==> config.mk <==
export PLATFORM = sky130hd
export DESIGN_NAME = pwm_duty_ctrl_flat
export DESIGN_NICKNAME = d
export VERILOG_FILES = /design/src/rtl/pwm_duty_if.sv /design/src/rtl/pwm_duty_ctrl.sv /design/src/flat_wrapper.sv
export SDC_FILE = /design/constraint.sdc
export NUM_CORES = 1
export LEC_CHECK = 0
export ABC_AREA = 0
export CAP_MARGIN = 20
export CELL_PAD_IN_SITES_DETAIL_PLACEMENT = 2
export CELL_PAD_IN_SITES_GLOBAL_PLACEMENT = 2
export CORE_MARGIN = 1
export CORE_UTILIZATION = 37
export CTS_CLUSTER_DIAMETER = 50
export DETAILED_ROUTE_END_ITERATION = 7
export PLACE_DENSITY_LB_ADDON = 0.1
export RECOVER_POWER = 50
export SYNTH_ARGS = -nofsm -noshare
export SYNTH_HDL_FRONTEND = slang
export SYNTH_SLANG_ARGS = --single-unit
==> constraint.sdc <==
create_clock -name clk -period 2.84 [get_ports clk]
set_input_delay 0.568 -clock clk [delete_from_list [all_inputs] [get_ports clk]]
set_output_delay 0.568 -clock clk [all_outputs]
set_load 0.05 [all_outputs]
==> src/rtl/pwm_duty_if.sv <==
// Button/period inputs and duty command outputs shared by the duty controller and its driver.
interface pwm_duty_if;
  logic       increase_duty;
  logic       decrease_duty;
  logic       period_end;
  logic [3:0] duty_cmd;
  logic       duty_load;
  logic       duty_pending;
  logic       sat_flag;

  modport master (
    output increase_duty, decrease_duty, period_end,
    input  duty_cmd, duty_load, duty_pending, sat_flag
  );

  modport slave (
    input  increase_duty, decrease_duty, period_end,
    output duty_cmd, duty_load, duty_pending, sat_flag
  );
endinterface

==> src/rtl/pwm_duty_ctrl.sv <==
// Debounced up/down buttons adjust a duty target that is applied to the PWM only at period ends.
// Optional macro PWM_DUTY_CTRL_AUTOREPEAT_EN adds auto-repeat while a button stays held.
module pwm_duty_ctrl #(
  parameter int unsigned DEBOUNCE_CYCLES = 4,
  parameter int unsigned DUTY_MAX        = 10,
  parameter int unsigned DUTY_INIT       = 5,
  parameter int unsigned REPEAT_CYCLES   = 50
) (
  input  logic      clk,
  input  logic      rst_n,
  pwm_duty_if.slave bus
);

  localparam int unsigned DUTY_W = 4;
  localparam int unsigned DB_W   = $clog2(DEBOUNCE_CYCLES + 1);

  typedef enum logic [1:0] {IDLE, PENDING, LOAD} state_t;

  // index 0 = increase, index 1 = decrease
  logic [1:0]        raw, sync1, sync2, level, level_d, evt_c;
  logic [DB_W-1:0]   db_cnt [2];

  state_t            state;
  logic [DUTY_W-1:0] target, target_nxt, duty_cmd, duty_cmd_nxt;
  logic              duty_load, duty_pending, sat_flag, sat_c;

  assign raw = {bus.decrease_duty, bus.increase_duty};

  // Synchronize, then accept a level only after it is stable for DEBOUNCE_CYCLES samples
  always_ff @(posedge clk or negedge rst_n) begin
    if (!rst_n) begin
      sync1   <= '0;
      sync2   <= '0;
      level   <= '0;
      level_d <= '0;
      for (int i = 0; i < 2; i++) db_cnt[i] <= '0;
    end else begin
      sync1   <= raw;
      sync2   <= sync1;
      level_d <= level;
      for (int i = 0; i < 2; i++) begin
        if (sync2[i] == level[i]) begin
          db_cnt[i] <= '0;
        end else if (db_cnt[i] == DB_W'(DEBOUNCE_CYCLES - 1)) begin
          level[i]  <= sync2[i];
          db_cnt[i] <= '0;
        end else begin
          db_cnt[i] <= db_cnt[i] + DB_W'(1);
        end
      end
    end
  end

`ifdef PWM_DUTY_CTRL_AUTOREPEAT_EN
  localparam int unsigned RPT_W = $clog2(REPEAT_CYCLES + 1);

  logic [RPT_W-1:0] rpt_cnt [2];
  logic [1:0]       rpt_fire_c;

  always_comb begin
    for (int i = 0; i < 2; i++) begin
      rpt_fire_c[i] = level[i] & level_d[i] & (rpt_cnt[i] == RPT_W'(REPEAT_CYCLES - 1));
    end
  end

  // Interval counter restarts on every event so repeats land REPEAT_CYCLES apart
  always_ff @(posedge clk or negedge rst_n) begin
    if (!rst_n) begin
      for (int i = 0; i < 2; i++) rpt_cnt[i] <= '0;
    end else begin
      for (int i = 0; i < 2; i++) begin
        if (!level[i] || evt_c[i]) rpt_cnt[i] <= '0;
        else                       rpt_cnt[i] <= rpt_cnt[i] + RPT_W'(1);
      end
    end
  end

  assign evt_c = (level & ~level_d) | rpt_fire_c;
`else
  assign evt_c = level & ~level_d;
`endif

  // Target update with saturation; simultaneous up/down cancels silently
  always_comb begin
    target_nxt = target;
    sat_c      = 1'b0;
    case (evt_c)
      2'b01: begin
        if (target == DUTY_W'(DUTY_MAX)) sat_c = 1'b1;
        else                             target_nxt = target + DUTY_W'(1);
      end
      2'b10: begin
        if (target == '0) sat_c = 1'b1;
        else              target_nxt = target - DUTY_W'(1);
      end
      default: ;
    endcase
    duty_cmd_nxt = (state == PENDING && bus.period_end) ? target : duty_cmd;
  end

  // duty_cmd loads the pre-edge target so an event on period_end waits one more period
  always_ff @(posedge clk or negedge rst_n) begin
    if (!rst_n) begin
      state        <= IDLE;
      target       <= DUTY_W'(DUTY_INIT);
      duty_cmd     <= DUTY_W'(DUTY_INIT);
      duty_load    <= 1'b0;
      duty_pending <= 1'b0;
      sat_flag     <= 1'b0;
    end else begin
      target       <= target_nxt;
      duty_cmd     <= duty_cmd_nxt;
      duty_load    <= (state == PENDING) && bus.period_end;
      duty_pending <= (target_nxt != duty_cmd_nxt);
      sat_flag     <= sat_c;
      case (state)
        IDLE:    if (target_nxt != duty_cmd) state <= PENDING;
        PENDING: if (bus.period_end)         state <= LOAD;
        LOAD:    state <= (target_nxt != duty_cmd) ? PENDING : IDLE;
        default: state <= IDLE;
      endcase
    end
  end

  assign bus.duty_cmd     = duty_cmd;
  assign bus.duty_load    = duty_load;
  assign bus.duty_pending = duty_pending;
  assign bus.sat_flag     = sat_flag;

endmodule

==> src/flat_wrapper.sv <==
// flat-port wrapper written by rule: the top's interface ports become plain ports
module pwm_duty_ctrl_flat 
#(
  parameter int unsigned DEBOUNCE_CYCLES = 4,
  parameter int unsigned DUTY_MAX        = 10,
  parameter int unsigned DUTY_INIT       = 5,
  parameter int unsigned REPEAT_CYCLES   = 50
)
  (clk, rst_n, bus_increase_duty, bus_decrease_duty, bus_period_end, bus_duty_cmd, bus_duty_load, bus_duty_pending, bus_sat_flag);
  pwm_duty_if bus_i ();
  input  logic clk;
  input  logic rst_n;
  input wire logic [$bits(bus_i.increase_duty)-1:0] bus_increase_duty;
  input wire logic [$bits(bus_i.decrease_duty)-1:0] bus_decrease_duty;
  input wire logic [$bits(bus_i.period_end)-1:0] bus_period_end;
  output wire logic [$bits(bus_i.duty_cmd)-1:0] bus_duty_cmd;
  output wire logic [$bits(bus_i.duty_load)-1:0] bus_duty_load;
  output wire logic [$bits(bus_i.duty_pending)-1:0] bus_duty_pending;
  output wire logic [$bits(bus_i.sat_flag)-1:0] bus_sat_flag;
  assign bus_i.increase_duty = bus_increase_duty;
  assign bus_i.decrease_duty = bus_decrease_duty;
  assign bus_i.period_end = bus_period_end;
  assign bus_duty_cmd = bus_i.duty_cmd;
  assign bus_duty_load = bus_i.duty_load;
  assign bus_duty_pending = bus_i.duty_pending;
  assign bus_sat_flag = bus_i.sat_flag;
  pwm_duty_ctrl #(.DEBOUNCE_CYCLES(DEBOUNCE_CYCLES), .DUTY_MAX(DUTY_MAX), .DUTY_INIT(DUTY_INIT), .REPEAT_CYCLES(REPEAT_CYCLES)) u_core (.clk(clk), .rst_n(rst_n), .bus(bus_i));
endmodule
==> flow_metrics.env <==
export IMPL_hold_depth=0
export IMPL_drt_iter0_markers=43
export IMPL_htreeDepth=1
export IMPL_num_rows=22
export IMPL_ys_ff_latch=27
export IMPL_overflow=0
export IMPL_place_hpwl_um=2900
export IMPL_ff2ff_path_depth=8
export IMPL_yosysWarningCount=0
export IMPL_crit_path_end_kind="register"
export IMPL_dpl_cell_count=199
export IMPL_seq_power_share_pct=32.2
export IMPL_setup_viol=0
export IMPL_tightest_slew_ps=1440
export IMPL_yosys_top_cells_count="dfrtp_1, inv_1, nand2_1"
export IMPL_viasPerCell=5.25
export IMPL_finalCritPeriodShare_pct=95.3
export IMPL_avgSynthCellArea_sq_um=10.6
export IMPL_arrival_ps=2850
export IMPL_grt_antenna_before_repair=0
export IMPL_ioPinCount=12
export IMPL_tns_ps=0
export IMPL_switchingPower_mw=0.882
export IMPL_whs_ps=369
export IMPL_grt_pass1_vias=1209
export IMPL_grtUsageTotal_pct=20.6
export IMPL_cts_resized_gates=0
export IMPL_dr_pass1_iters=4
export IMPL_worst_ep_required_time_ps=2980
export IMPL_cts_tree="yes"
export IMPL_n_antenna_cell=0
export IMPL_netlist_area_sq_um=1440
export IMPL_start_kind="register"
export IMPL_cts_made_buffers=3
export IMPL_synth_edf_count=0
export IMPL_crit_family="simple AND/OR/NAND/NOR gates"
export IMPL_p_sw_share_pct=44.4
export IMPL_grt_pass1_wl_um=6290
export IMPL_clock_sinks=27
export IMPL_routabilityCongestion=0.828
export IMPL_design_core_area_sq_um=3690
export IMPL_antenna_left=0
export IMPL_ir_worst_vdd_v=0.000436
export IMPL_crit_fanout=6
export IMPL_nets=170
export IMPL_synthFlopType="dfrtp_1"
export IMPL_post_cts_buffers=0
export IMPL_crit_buf_inv=0
export IMPL_powerDensity_nw_per_um2=1170
export IMPL_p_clk_share_pct=10.7
export IMPL_p_int_mw=1.10
export IMPL_synth_yosys_seq_area_share_pct=47.1
export IMPL_rsz0062_at_grt="false"
export IMPL_synth_fp_nets=148
export IMPL_finClkSkew_ps=4.28
export IMPL_drv_cap=0
export IMPL_wl_um=3720
export IMPL_hold_viol=0
export IMPL_cts_hold_fix_buffers=0
export IMPL_num_fill_cells=407
export IMPL_clock_latency_ps=270
export IMPL_outcome="complete, no violations"
export IMPL_synthCells=136
export IMPL_critPathMaxStageDelay_ps=520
export IMPL_final_core_util_pct=46.1
export IMPL_ys_top_cells_by_area="dfrtp_1, dfstp_2, ha_1"
export IMPL_combPwrFrac_pct=57.1
export IMPL_clock_path_buffers=2
export IMPL_instances_no_fill=205
export IMPL_yosysMostFrequentCell="dfrtp_1"
export IMPL_area_growth_pct=17.9
export IMPL_min_period_ps=2710
export IMPL_drc=0
export IMPL_yosysTopAreaCellShare_pct=39.9
export IMPL_io_buffers=11
export IMPL_cp_cell_sequence="nand2b_1 > ha_1 > or3b_2 > mux2_2 > nand3_2 > xnor2_1 > o221ai_1 > or4_1"
export IMPL_die_h_um=64.5
export IMPL_fmax_mhz=369
export IMPL_vias=1076
export IMPL_synth_top_area_cell="dfrtp_1"
export IMPL_p_leak_nw=0.757
export IMPL_crit_slowest_cell="or4_1"
export IMPL_hold_path_class="reg2reg"
export IMPL_relSlewSlack_pct=3.69
export IMPL_timing_worst_setup_path_type="reg2reg"
export IMPL_slew_viol_final=0
export IMPL_initial_core_util_pct=39.1
export IMPL_grt_max_degree=28
export IMPL_cp_depth=8
export IMPL_clk_pin_slew_worst_paths_ps=90
export IMPL_layout_drive_gt1_share_pct=17.8
export IMPL_synth_cell_types=44
export IMPL_die_w_um=64.5
export IMPL_cts_root_buffer="clkbuf_8"
export IMPL_synthArstFlopShare_pct=100
export IMPL_avgRoutedWirePerCell_um=18.2
export IMPL_dieArea_sq_um=4160
-- sequential cells by signal, summed over array words and instances, names as in the netlist --
name / cells
u_core.bus.duty_cmd: 4
u_core.bus.duty_load: 1
u_core.bus.duty_pending: 1
u_core.bus.sat_flag: 1
u_core.db_cnt: 6
u_core.level: 2
u_core.level_d: 2
u_core.state: 2
u_core.sync1: 2
u_core.sync2: 2
u_core.target: 4
-- cell families after synthesis --
| family | count (synthesis) | share of synthesized area (%) |
|---|---|---|
| AO/OA/AOI/OAI | 23 | 12.1 |
| XOR/XNOR | 9 | 5.46 |
| adder cells (fa/ha/maj) | 7 | 6.07 |
| buffers and inverters | 14 | 4.59 |
| flip-flops | 27 | 47.1 |
| multiplexers | 6 | 4.51 |
| AND/OR/NAND/NOR | 50 | 20.1 |
-- cell usage in the layout (no fill, tap or decap), types with 2 or more instances in the layout --
cell / synthesis / routed
mux2_2: 4 / 4
inv_1: 10 / 10
dfstp_2: 4 / 4
o21ai_0: 5 / 5
nand2b_1: 6 / 6
a21oi_1: 5 / 5
clkbuf_1: 0 / 2
o21ai_1: 2 / 2
mux2i_1: 2 / 2
nor3_1: 5 / 5
xnor2_1: 7 / 7
nor2b_1: 4 / 4
nor2_1: 8 / 8
clkbuf_8: 0 / 3
ha_1: 7 / 7
nand3_1: 2 / 2
clkdlybuf4s50_1: 0 / 8
dfrtp_1: 23 / 23
xor2_1: 2 / 2
dlygate4sd3_1: 0 / 3
nand2_1: 10 / 10
buf_4: 1 / 8
nor3b_1: 3 / 3
-- cell type report --
class	instances	area [sq um]	share of cell area, %
Inverter	10	37.5	2.21
Tap cell	48	60.1	3.53
Sequential cell	27	681	40.0
Timing Repair Buffer	21	181	10.7
Multi-Input combinational cell	95	697	41.0
Clock buffer	4	45.0	2.65
-- metrics by stage --
step	cell area, sq um	power, mW	worst slack [ps]
final	1700	1.99	134
after detailed placement	1650	1.77	145
after CTS	1690	2.00	99.6
after global placement	1650	1.70	266
after global routing	1700	2.13	19.6
after floorplan	1440	1.38	256
-- routing by layer --
| layer | routed length, um | part of all wire (%) | GRT usage, % |
|---|---|---|---|
| met4 | 57 | 1.5 | 8.06 |
| met2 | 2010 | 54 | 37.0 |
| met1 | 1620 | 43 | 25.0 |
| met3 | 34 | 0.91 | 2.29 |
| met5 | 0 | 0 | 0 |
-- power groups by stage --
stage                     Clock (mW)  Combinational [mW]  Sequential (mW)
after floorplan                    0               0.656            0.723
after global placement             0                1.07            0.633
after detailed placement           0                1.12            0.649
after CTS                      0.221                1.13            0.645
after global routing           0.233                1.24            0.657
final                          0.213                1.13            0.640
-- final timing paths --
path | end | startpoint | slack, ps
worst max-delay path | u_core.bus.duty_pending | u_core.level_d[0] | 130
worst min-delay path | u_core.sync2[0] | u_core.sync1[0] | 370
worst max register to register | u_core.bus.duty_pending | u_core.level_d[0] | 130
worst min register to register | u_core.sync2[0] | u_core.sync1[0] | 370
max in group asynchronous | u_core.target[3] | rst_n | 840
min in group asynchronous | u_core.bus.duty_load | rst_n | 1170
(Power assumes the default switching activity.)
